File: src/rtl/sd_dev_cmd_phy.sv
// Card-side SD CMD line engine: receives 48-bit host commands and returns R1/R3/R6/R7 or R2
// responses after the Ncr gap. Optional receive CRC check: define SD_DEV_CMD_CRC_CHECK_EN.
//
// state    | meaning
// ---------+--------------------------------------------------------------
// IDLE     | line released, waiting for a host start bit
// RX       | shifting in the remaining 47 command bits
// WAIT_RSP | command accepted, Ncr counting, response request pending
// TX       | card drives CMD: one preamble cycle, then the response frame
module sd_dev_cmd_phy #(
   parameter int NCR = 2
) (
   input  logic         clk,
   input  logic         rst,
   input  logic         i_sd_cmd_in,
   output logic         o_sd_cmd_out,
   output logic         o_sd_cmd_dir,
   output logic         o_cmd_stb,
   output logic [5:0]   o_cmd_index,
   output logic [31:0]  o_cmd_arg,
   output logic         o_frame_err,
   output logic         o_crc_err,
   output logic         o_busy,
   input  logic         i_rsp_stb,
   input  logic         i_rsp_none,
   input  logic         i_rsp_long,
   input  logic [5:0]   i_rsp_index,
   input  logic [31:0]  i_rsp_arg,
   input  logic [127:0] i_rsp_data
);
   localparam logic [1:0] S_IDLE     = 2'd0;
   localparam logic [1:0] S_RX       = 2'd1;
   localparam logic [1:0] S_WAIT_RSP = 2'd2;
   localparam logic [1:0] S_TX       = 2'd3;

   localparam logic [6:0] NCR_SAT    = 7'(NCR);
   localparam logic [6:0] NCR_M1     = 7'(NCR - 1);
   localparam logic [5:0] RX_BITS_M1 = 6'd46;
   localparam logic [7:0] LEN_SHORT  = 8'd48;
   localparam logic [7:0] LEN_LONG   = 8'd136;

   function automatic logic [6:0] crc7_40(input logic [39:0] bits);
      logic [6:0] crc;
      logic       fb;
      crc = 7'd0;
      for (int i = 39; i >= 0; i--) begin
         fb  = bits[i] ^ crc[6];
         crc = {crc[5:0], 1'b0} ^ (fb ? 7'h09 : 7'h00);
      end
      return crc;
   endfunction

   logic [1:0]   state_q, state_d;
   logic [45:0]  rx_sh_q, rx_sh_d;
   logic [5:0]   bit_cnt_q, bit_cnt_d;
   logic [5:0]   cmd_index_q, cmd_index_d;
   logic [31:0]  cmd_arg_q, cmd_arg_d;
   logic         stb_q, stb_d;
   logic         frame_err_q, frame_err_d;
   logic         busy_q, busy_d;
   logic [6:0]   ncr_cnt_q, ncr_cnt_d;
   logic         pend_q, pend_d;
   logic [135:0] tx_sh_q, tx_sh_d;
   logic [7:0]   tx_cnt_q, tx_cnt_d;
   logic         cmd_out_q, cmd_out_d;
   logic         cmd_dir_q, cmd_dir_d;

   logic [39:0]  rsp_hdr;
   logic [135:0] rsp_frame;
   logic         rx_eval, rx_frame_bad, rx_crc_bad;
   logic         rsp_req, launch_ok;

   // R2 end bit overwrites data[0], which is never sent.
   assign rsp_hdr   = {2'b00, i_rsp_index, i_rsp_arg};
   assign rsp_frame = i_rsp_long ? ({2'b00, 6'h3f, i_rsp_data} | 136'd1)
                                 : {rsp_hdr, crc7_40(rsp_hdr), 1'b1, 88'd0};

   // rx_sh_q[45] holds the transmission bit; the end bit is still on the line at evaluation.
   assign rx_eval      = (state_q == S_RX) && (bit_cnt_q == 6'd0);
   assign rx_frame_bad = !rx_sh_q[45] || !i_sd_cmd_in;
   assign rsp_req      = i_rsp_stb && !i_rsp_none;
   assign launch_ok    = (ncr_cnt_q + 7'd1) >= NCR_M1;

`ifdef SD_DEV_CMD_CRC_CHECK_EN
   logic crc_err_q, crc_err_d;

   assign rx_crc_bad = crc7_40({1'b0, rx_sh_q[45:7]}) != rx_sh_q[6:0];
   assign crc_err_d  = rx_eval && !rx_frame_bad && rx_crc_bad;
   assign o_crc_err  = crc_err_q;

   always_ff @(posedge clk) begin
      if (rst) crc_err_q <= 1'b0;
      else     crc_err_q <= crc_err_d;
   end
`else
   assign rx_crc_bad = 1'b0;
   assign o_crc_err  = 1'b0;
`endif

   always_comb begin
      state_d     = state_q;
      rx_sh_d     = rx_sh_q;
      bit_cnt_d   = bit_cnt_q;
      cmd_index_d = cmd_index_q;
      cmd_arg_d   = cmd_arg_q;
      stb_d       = 1'b0;
      frame_err_d = 1'b0;
      busy_d      = busy_q;
      ncr_cnt_d   = ncr_cnt_q;
      pend_d      = pend_q;
      tx_sh_d     = tx_sh_q;
      tx_cnt_d    = tx_cnt_q;
      cmd_out_d   = cmd_out_q;
      cmd_dir_d   = cmd_dir_q;
      case (state_q)
         S_IDLE: begin
            if (!i_sd_cmd_in) begin
               state_d   = S_RX;
               bit_cnt_d = RX_BITS_M1;
            end
         end
         S_RX: begin
            rx_sh_d   = {rx_sh_q[44:0], i_sd_cmd_in};
            bit_cnt_d = bit_cnt_q - 6'd1;
            if (rx_eval) begin
               if (rx_frame_bad) begin
                  frame_err_d = 1'b1;
                  state_d     = S_IDLE;
               end else if (rx_crc_bad) begin
                  state_d = S_IDLE;
               end else begin
                  stb_d       = 1'b1;
                  cmd_index_d = rx_sh_q[44:39];
                  cmd_arg_d   = rx_sh_q[38:7];
                  busy_d      = 1'b1;
                  ncr_cnt_d   = 7'd1;
                  pend_d      = 1'b0;
                  state_d     = S_WAIT_RSP;
               end
            end
         end
         S_WAIT_RSP: begin
            ncr_cnt_d = (ncr_cnt_q >= NCR_SAT) ? ncr_cnt_q : ncr_cnt_q + 7'd1;
            if (!i_sd_cmd_in) begin
               // host started a new command before our response went out
               busy_d    = 1'b0;
               pend_d    = 1'b0;
               bit_cnt_d = RX_BITS_M1;
               state_d   = S_RX;
            end else if (i_rsp_stb && i_rsp_none) begin
               busy_d  = 1'b0;
               pend_d  = 1'b0;
               state_d = S_IDLE;
            end else begin
               if (rsp_req) begin
                  tx_sh_d  = rsp_frame;
                  tx_cnt_d = i_rsp_long ? LEN_LONG : LEN_SHORT;
                  pend_d   = 1'b1;
               end
               if ((pend_q || rsp_req) && launch_ok) begin
                  cmd_dir_d = 1'b1;
                  cmd_out_d = 1'b1;
                  pend_d    = 1'b0;
                  state_d   = S_TX;
               end
            end
         end
         S_TX: begin
            if (tx_cnt_q == 8'd0) begin
               cmd_dir_d = 1'b0;
               cmd_out_d = 1'b1;
               busy_d    = 1'b0;
               state_d   = S_IDLE;
            end else begin
               cmd_out_d = tx_sh_q[135];
               tx_sh_d   = {tx_sh_q[134:0], 1'b0};
               tx_cnt_d  = tx_cnt_q - 8'd1;
            end
         end
         default: state_d = S_IDLE;
      endcase
   end

   always_ff @(posedge clk) begin
      if (rst) begin
         state_q     <= S_IDLE;
         rx_sh_q     <= '0;
         bit_cnt_q   <= '0;
         cmd_index_q <= '0;
         cmd_arg_q   <= '0;
         stb_q       <= 1'b0;
         frame_err_q <= 1'b0;
         busy_q      <= 1'b0;
         ncr_cnt_q   <= '0;
         pend_q      <= 1'b0;
         tx_sh_q     <= '0;
         tx_cnt_q    <= '0;
         cmd_out_q   <= 1'b1;
         cmd_dir_q   <= 1'b0;
      end else begin
         state_q     <= state_d;
         rx_sh_q     <= rx_sh_d;
         bit_cnt_q   <= bit_cnt_d;
         cmd_index_q <= cmd_index_d;
         cmd_arg_q   <= cmd_arg_d;
         stb_q       <= stb_d;
         frame_err_q <= frame_err_d;
         busy_q      <= busy_d;
         ncr_cnt_q   <= ncr_cnt_d;
         pend_q      <= pend_d;
         tx_sh_q     <= tx_sh_d;
         tx_cnt_q    <= tx_cnt_d;
         cmd_out_q   <= cmd_out_d;
         cmd_dir_q   <= cmd_dir_d;
      end
   end

   assign o_sd_cmd_out = cmd_out_q;
   assign o_sd_cmd_dir = cmd_dir_q;
   assign o_cmd_stb    = stb_q;
   assign o_cmd_index  = cmd_index_q;
   assign o_cmd_arg    = cmd_arg_q;
   assign o_frame_err  = frame_err_q;
   assign o_busy       = busy_q;

endmodule

File: config.mk
export PLATFORM = sky130hd
export DESIGN_NAME = sd_dev_cmd_phy
export DESIGN_NICKNAME = d
export VERILOG_FILES = /design/src/rtl/sd_dev_cmd_phy.sv
export SDC_FILE = /design/constraint.sdc
export NUM_CORES = 1
export LEC_CHECK = 0
export ABC_AREA = 1
export ABC_CLOCK_PERIOD_IN_PS = 3000
export CAP_MARGIN = 0
export CORE_MARGIN = 2
export CORE_UTILIZATION = 53
export DETAILED_ROUTE_END_ITERATION = 16
export PLACE_DENSITY_LB_ADDON = 0.2
export SETUP_SLACK_MARGIN = 0.1
export SLEW_MARGIN = 10
export SYNTH_ARGS = -nofsm -noshare
export SYNTH_HDL_FRONTEND = slang
export SYNTH_SLANG_ARGS = --single-unit
File: constraint.sdc
create_clock -name clk -period 3 [get_ports clk]
set_input_delay 0.75 -clock clk [delete_from_list [all_inputs] [get_ports clk]]
set_output_delay 0.75 -clock clk [all_outputs]
set_load 0.005 [all_outputs]
# Word level (Yosys, flattened, before mapping)
# Cells that the tools add are included.
# W data, S select, Z words.
[word_totals]
output_inout_bits = 44
wordCells = 225
ff_bits = 249
in_bits = 172
[classes]
n_addsub = 3
n_eq_ne = 17
n_bitwise = 77
reduce_logical = 27
muxes = 85
order_cmp = 2
[ops]
columns = ["operator", "n"]
rows = [
  ["$mux W136", 4],
  ["$pmux W136 S2", 1],
  ["$xor A7 B4 Y7", 35],
  ["$mux W4", 38],
  ["$mux W134", 1],
  ["$mux W8", 5],
  ["$xor A1 B1 Y1", 34],
  ["$ne A2 B2 Y1 const B", 11],
  ["$mux W7", 3],
  ["$mux W1", 17],
  ["$pmux W8 S2", 1],
  ["$reduce_and A4 Y1", 4],
  ["$reduce_and A5 Y1", 3],
  ["$mux W2", 7],
  ["$pmux W7 S2", 1],
  ["$pmux W6 S2", 1],
  ["$logic_not A8 Y1", 1],
  ["$pmux W2 S4", 1],
  ["$sub A8 B1 Y8 const B", 1],
  ["$add A7 B1 Y7 const B", 1],
  ["$ge A7 B1 Y1 const B", 1],
  ["$ge A7 B2 Y1 const B", 1],
  ["$logic_not A6 Y1", 1],
  ["$mux W6", 1],
  ["other kinds (22)", 37],
]

# Logic depth before layout (Yosys ltp)
[depth]
word_depth = 112
ltp_mapped = 25
ltp_nobuf = 24

# Least setup slack after synthesis
# OpenSTA, ideal clock, no wires.
[synth_timing]
kind = "input -> register"
startpoint = "input i_rsp_index[0]"
endpoint = "register tx_sh_q[92]"
t_required_ns = 2.875
path_stages = 20
setup_slack_ns = 0.568
setup_time_ns = 0.125
arrival_ns = 2.307
cell_sequence = "buf_4 > xor2_1 > nand2_1 > nand2_1 > nand2_1 > nand2_1 > nand2_1 > nand3_1 > nand2_2 > nand2_1 > nand2_1 > nand2_1 > nand2_2 > nand2_2 > nand2_2 > nand2_2 > nand2_1 > nand2_1 > nand3_1 > a21oi_2"
[synth_via]
elab_chain_cells = 56
[synth_rtl]
columns = ["item", "line", "text"]
rows = [
  ["start, declared", "27", "input logic [5:0] i_rsp_index,"],
  ["$xor A1 B1 Y1 *", "47", "fb = bits[i] ^ crc[6];"],
  ["$mux W4 *", "48", "crc = {crc[5:0], 1'b0} ^ (fb ? 7'h09 : 7'h00);"],
  ["$xor A7 B4 Y7 * (4 in a row)", "48", ""],
  ["$xor A1 B1 Y1", "47", ""],
  ["$mux W4", "48", ""],
  ["$xor A7 B4 Y7 * (4 in a row)", "48", ""],
  ["$xor A1 B1 Y1", "47", ""],
  ["$mux W4", "48", ""],
  ["[... 34 more ...]", "n/a", ""],
  ["$xor A1 B1 Y1", "47", ""],
  ["$mux W4", "48", ""],
  ["$xor A7 B4 Y7 *", "48", ""],
  ["$mux W134 *", "75", "assign rsp_frame = i_rsp_long ? ({2'b00, 6'h3f, i_rsp_data} | 136'd1)"],
  ["$mux W136 *", "155", "if (rsp_req) begin"],
  ["$mux W136 *", "150", "end else if (i_rsp_stb && i_rsp_none) begin"],
  ["$mux W136 *", "144", "if (!i_sd_cmd_in) begin"],
  ["$pmux W136 S2 *", "115", "case (state_q)"],
  ["end signal, assigned", "211", "tx_sh_q <= tx_sh_d;"],
  ["end, declared", "63", "logic [135:0] tx_sh_q, tx_sh_d;"],
]
# Every way passes the cells marked *; elsewhere a longest branch is shown, timed or not. The select of a mux whose other input is x is not followed.
# A chain may end at the register's enable or synchronous reset.

# Final worst setup path
[layout_timing]
startpoint = "input i_rsp_index[1]"
endpoint = "register tx_sh_q[93]"
[layout_via]
elab_chain_cells = 57
[layout_rtl]
columns = ["item", "line"]
rows = [
  ["$xor A1 B1 Y1 *", "47"],
  ["$mux W4 *", "48"],
  ["$xor A7 B4 Y7 * (4 in a row)", "48"],
  ["$xor A1 B1 Y1", "47"],
  ["$mux W4", "48"],
  ["$xor A7 B4 Y7 * (4 in a row)", "48"],
  ["$xor A1 B1 Y1", "47"],
  ["$mux W4", "48"],
  ["[... 34 more ...]", "n/a"],
  ["$xor A1 B1 Y1", "47"],
  ["$mux W4", "48"],
  ["$xor A7 B4 Y7 * (2 in a row)", "48"],
  ["$mux W134 *", "75"],
  ["$mux W136 *", "155"],
  ["$mux W136 *", "150"],
  ["$mux W136 *", "144"],
  ["$pmux W136 S2 *", "115"],
]
# Marked as above.

==> results.md <==
- Period minus WS final: approximately 2700 ps
- Tot GR Track Use: between 20% and 30%
- # nets final: 1899
- Global-route wire length before repair: 48100 um
- RSZ-0062 raised after global routing: true
- Initial antenna violation count: 2
- Req. time, crit path: 3450 ps
- Post-Synth XOR/XNOR Area: between 2 and 2.5%
- Lkg Pwr: 6.32 nW
- # Max-Cap Violations: 0
- Detailed Route WL: roughly 29000 um
- VDD IR max: 0.453 mV
- Initial Utilization: 54.1%
- Placed Cells: 1967
- Yosys cell types: 38
- Number of buffers and inverters on the critical path: 6
- Hpwl dp: 19400 um
- H-tree Lvls: 1
- Simple-gate share of the synthesized area: 20.6%
- Latest clock arrival within the worst-skew pair: 540 ps
- Layout Area Growth over Synthesis: 29.8%
- Fraction of synthesized area in multiplexers: 0%
- Area fraction in compound gates after synthesis: 25.6%
- Worst path max stage delay: 570 ps
- Ys Warns: 0
- Cts hold-fix bufs: 0
- Crit-path most repeated cell: nand2_1
- Final Util: 70.3%
- DRC: 0
- CTS clk-pin slew, worst paths: about 60 ps
- Row cnt: 53
- Seq cells post-synth: roughly 250
- Post-synth EDFFs: 0
- Largest net degree at the start of global routing: 86
- Sequential element share of the synthesized area: 43.7%
- WHS Path Cells: 2
- Vias: 11200
- Nature of the critical path startpoint: input pin
- Largest family of logic cells by synthesized area: compound AO/OA/AOI/OAI gates
- Synth Area in Adders: 0.657%
- Levels on crit path: 25
- Delay-heaviest family, CP: simple AND/OR/NAND/NOR gates
- Skew final: 10.1 ps
- Final antenna-violating net count: 0
- Post-DR wirelength/cell: 14.6 um
- Die Height: between 150 and 200 um
- CP Class: in -> reg
- Crit-path max FO: 4
- Final hold violation count: 0
- Pwr dens: 606 nW/um^2
- Final setup fails: 0
- CTS Root Cell: clkbuf_16
- GPL Wtd Cong: 0.898
- WP data arrival: 3130 ps
- DRT iter0 DRCs: between 700 and 800
- Mapped cell area: between 10000 and 15000 um^2
- Non-Filler Instances: 2018
- CP Capture Type: flip-flop
- Die Wd: 151 um
- Drt pass-1 iters: 5
- Layout cells sized above 1: under 10%
- I/O pin count: 216
- CTS max path bufs: 3
- Status: finished, final reports clean
- CTS buffer count: 26
- Worst Reg-to-Reg Cells: 13
- Clock sinks: 249
- Fmax: 373 MHz
- Syn Nets: 1729
- Slowest stage cell on the critical path: clkdlybuf4s50_1
- Vias in the first global route: 10200
- Core area: around 21000 um^2
- Part of the cycle the worst path needs: 89.4%
- Hold crit path type: reg -> reg
- Worst slew margin: 50.9%
- Synth Instances: ~1600
- Actual slew at the worst max-slew pin: 736 ps
- Pins Over Slew Limit: 0
- Mean Syn Cell Area: 7.36 um^2
- Main synth FF type: dfxtp_1
- Vias per cell: 5.55
- TritonCTS clock tree: built
- Gr ovfl total: 0
- Async set-reset flop share out of synthesis: 0%
- Port bufs: roughly 210
- Die ar.: 22700 um^2
[timing repair]
item,4_1_cts,5_1_grt
buffers inserted,0,1
resized for setup,0,15
endpoints found under the hold margin,0,0
setup endpoints to repair,0,7
[worst reg2reg max path: cells and delay by family, from the launching register on]
family                     cells  cell delay (ps)
and+or+nand+nor                5              950
adders and majority gates      1              150
AOI/OAI and AO/OA              2              360
DFF                            1              330
buffers and inverters          5              670
[metrics by stage]
stage               TNS [ps]  hold WS (ps)  instance area [um^2]  setup WS, ps  power (W)
floorplan                  0           420                 11400           568    0.00499
global placement        -734           429                 13800          -164    0.00559
global route               0           479                 14800          85.2    0.00944
finish                     0           456                 14800           318    0.00898
detailed placement     -1320           449                 13800          -250    0.00565
CTS                        0           459                 14800           300    0.00902
[area by class of cell]
class,count,area (um^2)
Multi-Input combinational cell,1090,5640
Antenna cell,2,5.00
Inverter,99,380
Timing Repair Buffer,255,2560
Fill cell,1729,6270
Sequential cell,249,4980
Clock inverter,13,163
Tap cell,275,344
Clock buffer,35,744
[sequential cells by signal, indices dropped and copies added (netlist names), 2 cells and up]
name and cells:
bit_cnt_q 6, state_q 2, tx_sh_q 136, rx_sh_q 46, o_cmd_arg 32, tx_cnt_q 8
o_cmd_index 6, ncr_cnt_q 7
[placed cells by master (no fill, tap or decap), types with 4 or more instances in the layout]
master and instances:
nor2_1 223, a21oi_1 134, nor3_1 11, buf_4 34, xnor2_1 7, dfxtp_1 249
o21ai_0 209, clkbuf_8 6, a41oi_1 7, o21ai_1 4, dlymetal6s2s_1 9, nand2_2 29
xor2_1 14, a221oi_1 34, nand3_2 5, a211oi_1 11, buf_12 7, nand4_1 6
nand3_1 68, clkdlybuf4s50_1 204, inv_2 13, clkinv_2 6, clkbuf_16 26, inv_1 83
o22ai_1 7, nand2_1 202, ha_1 6, a22oi_1 86
[power breakdown]
| part | leakage [nW] | internal, W | total [W] | switching (W) |
|---|---|---|---|---|
| sequential | 2.02 | 0.00357 | 0.00375 | 0.000181 |
| clock | 0.440 | 0.00201 | 0.00335 | 0.00134 |
| combinational | 3.86 | 0.000788 | 0.00188 | 0.00109 |
[cell families (layout without fill, tap and decap cells)]
| family | after synthesis | after routing |
|---|---|---|
| other | 1 | 3 |
| AO/OA/AOI/OAI | 500 | 500 |
| flip-flops | 249 | 249 |
| buffers and inverters | 212 | 402 |
| XOR/XNOR | 26 | 26 |
| AND/OR/NAND/NOR | 557 | 557 |
| adder cells (fa/ha/maj) | 6 | 6 |
[per-layer routing]
metal	up-vias	wire, um	track usage, %
li1	5660	-	-
met1	5175	13000	33.4
met2	333	13800	42.0
met3	30	2320	5.96
met4	0	386	5.65
met5	-	0	0
[cell usage after synthesis (12+ instances only)]
cell | count | share of area (%)
nand2_1 | 204 | 6.7
nand2_2 | 27 | 1.5
nand3_1 | 68 | 3.0
xor2_1 | 14 | 1.1
a21oi_1 | 134 | 5.9
dfxtp_1 | 249 | 44
buf_2 | 12 | 0.53
inv_2 | 14 | 0.46
clkbuf_1 | 91 | 3.0
inv_1 | 85 | 2.8
a221oi_1 | 34 | 2.6
o21ai_0 | 209 | 9.2
nor2_1 | 226 | 7.4
a22oi_1 | 86 | 5.7
[final timing paths]
kind	startpoint	end	slack, ps
max	i_rsp_index[1]	tx_sh_q[93]	320
min	pend_q	pend_q	460
max reg2reg	bit_cnt_q[0]	o_cmd_arg[19]	470
min reg2reg	pend_q	pend_q	460
Power figures use the tool's default switching activity.
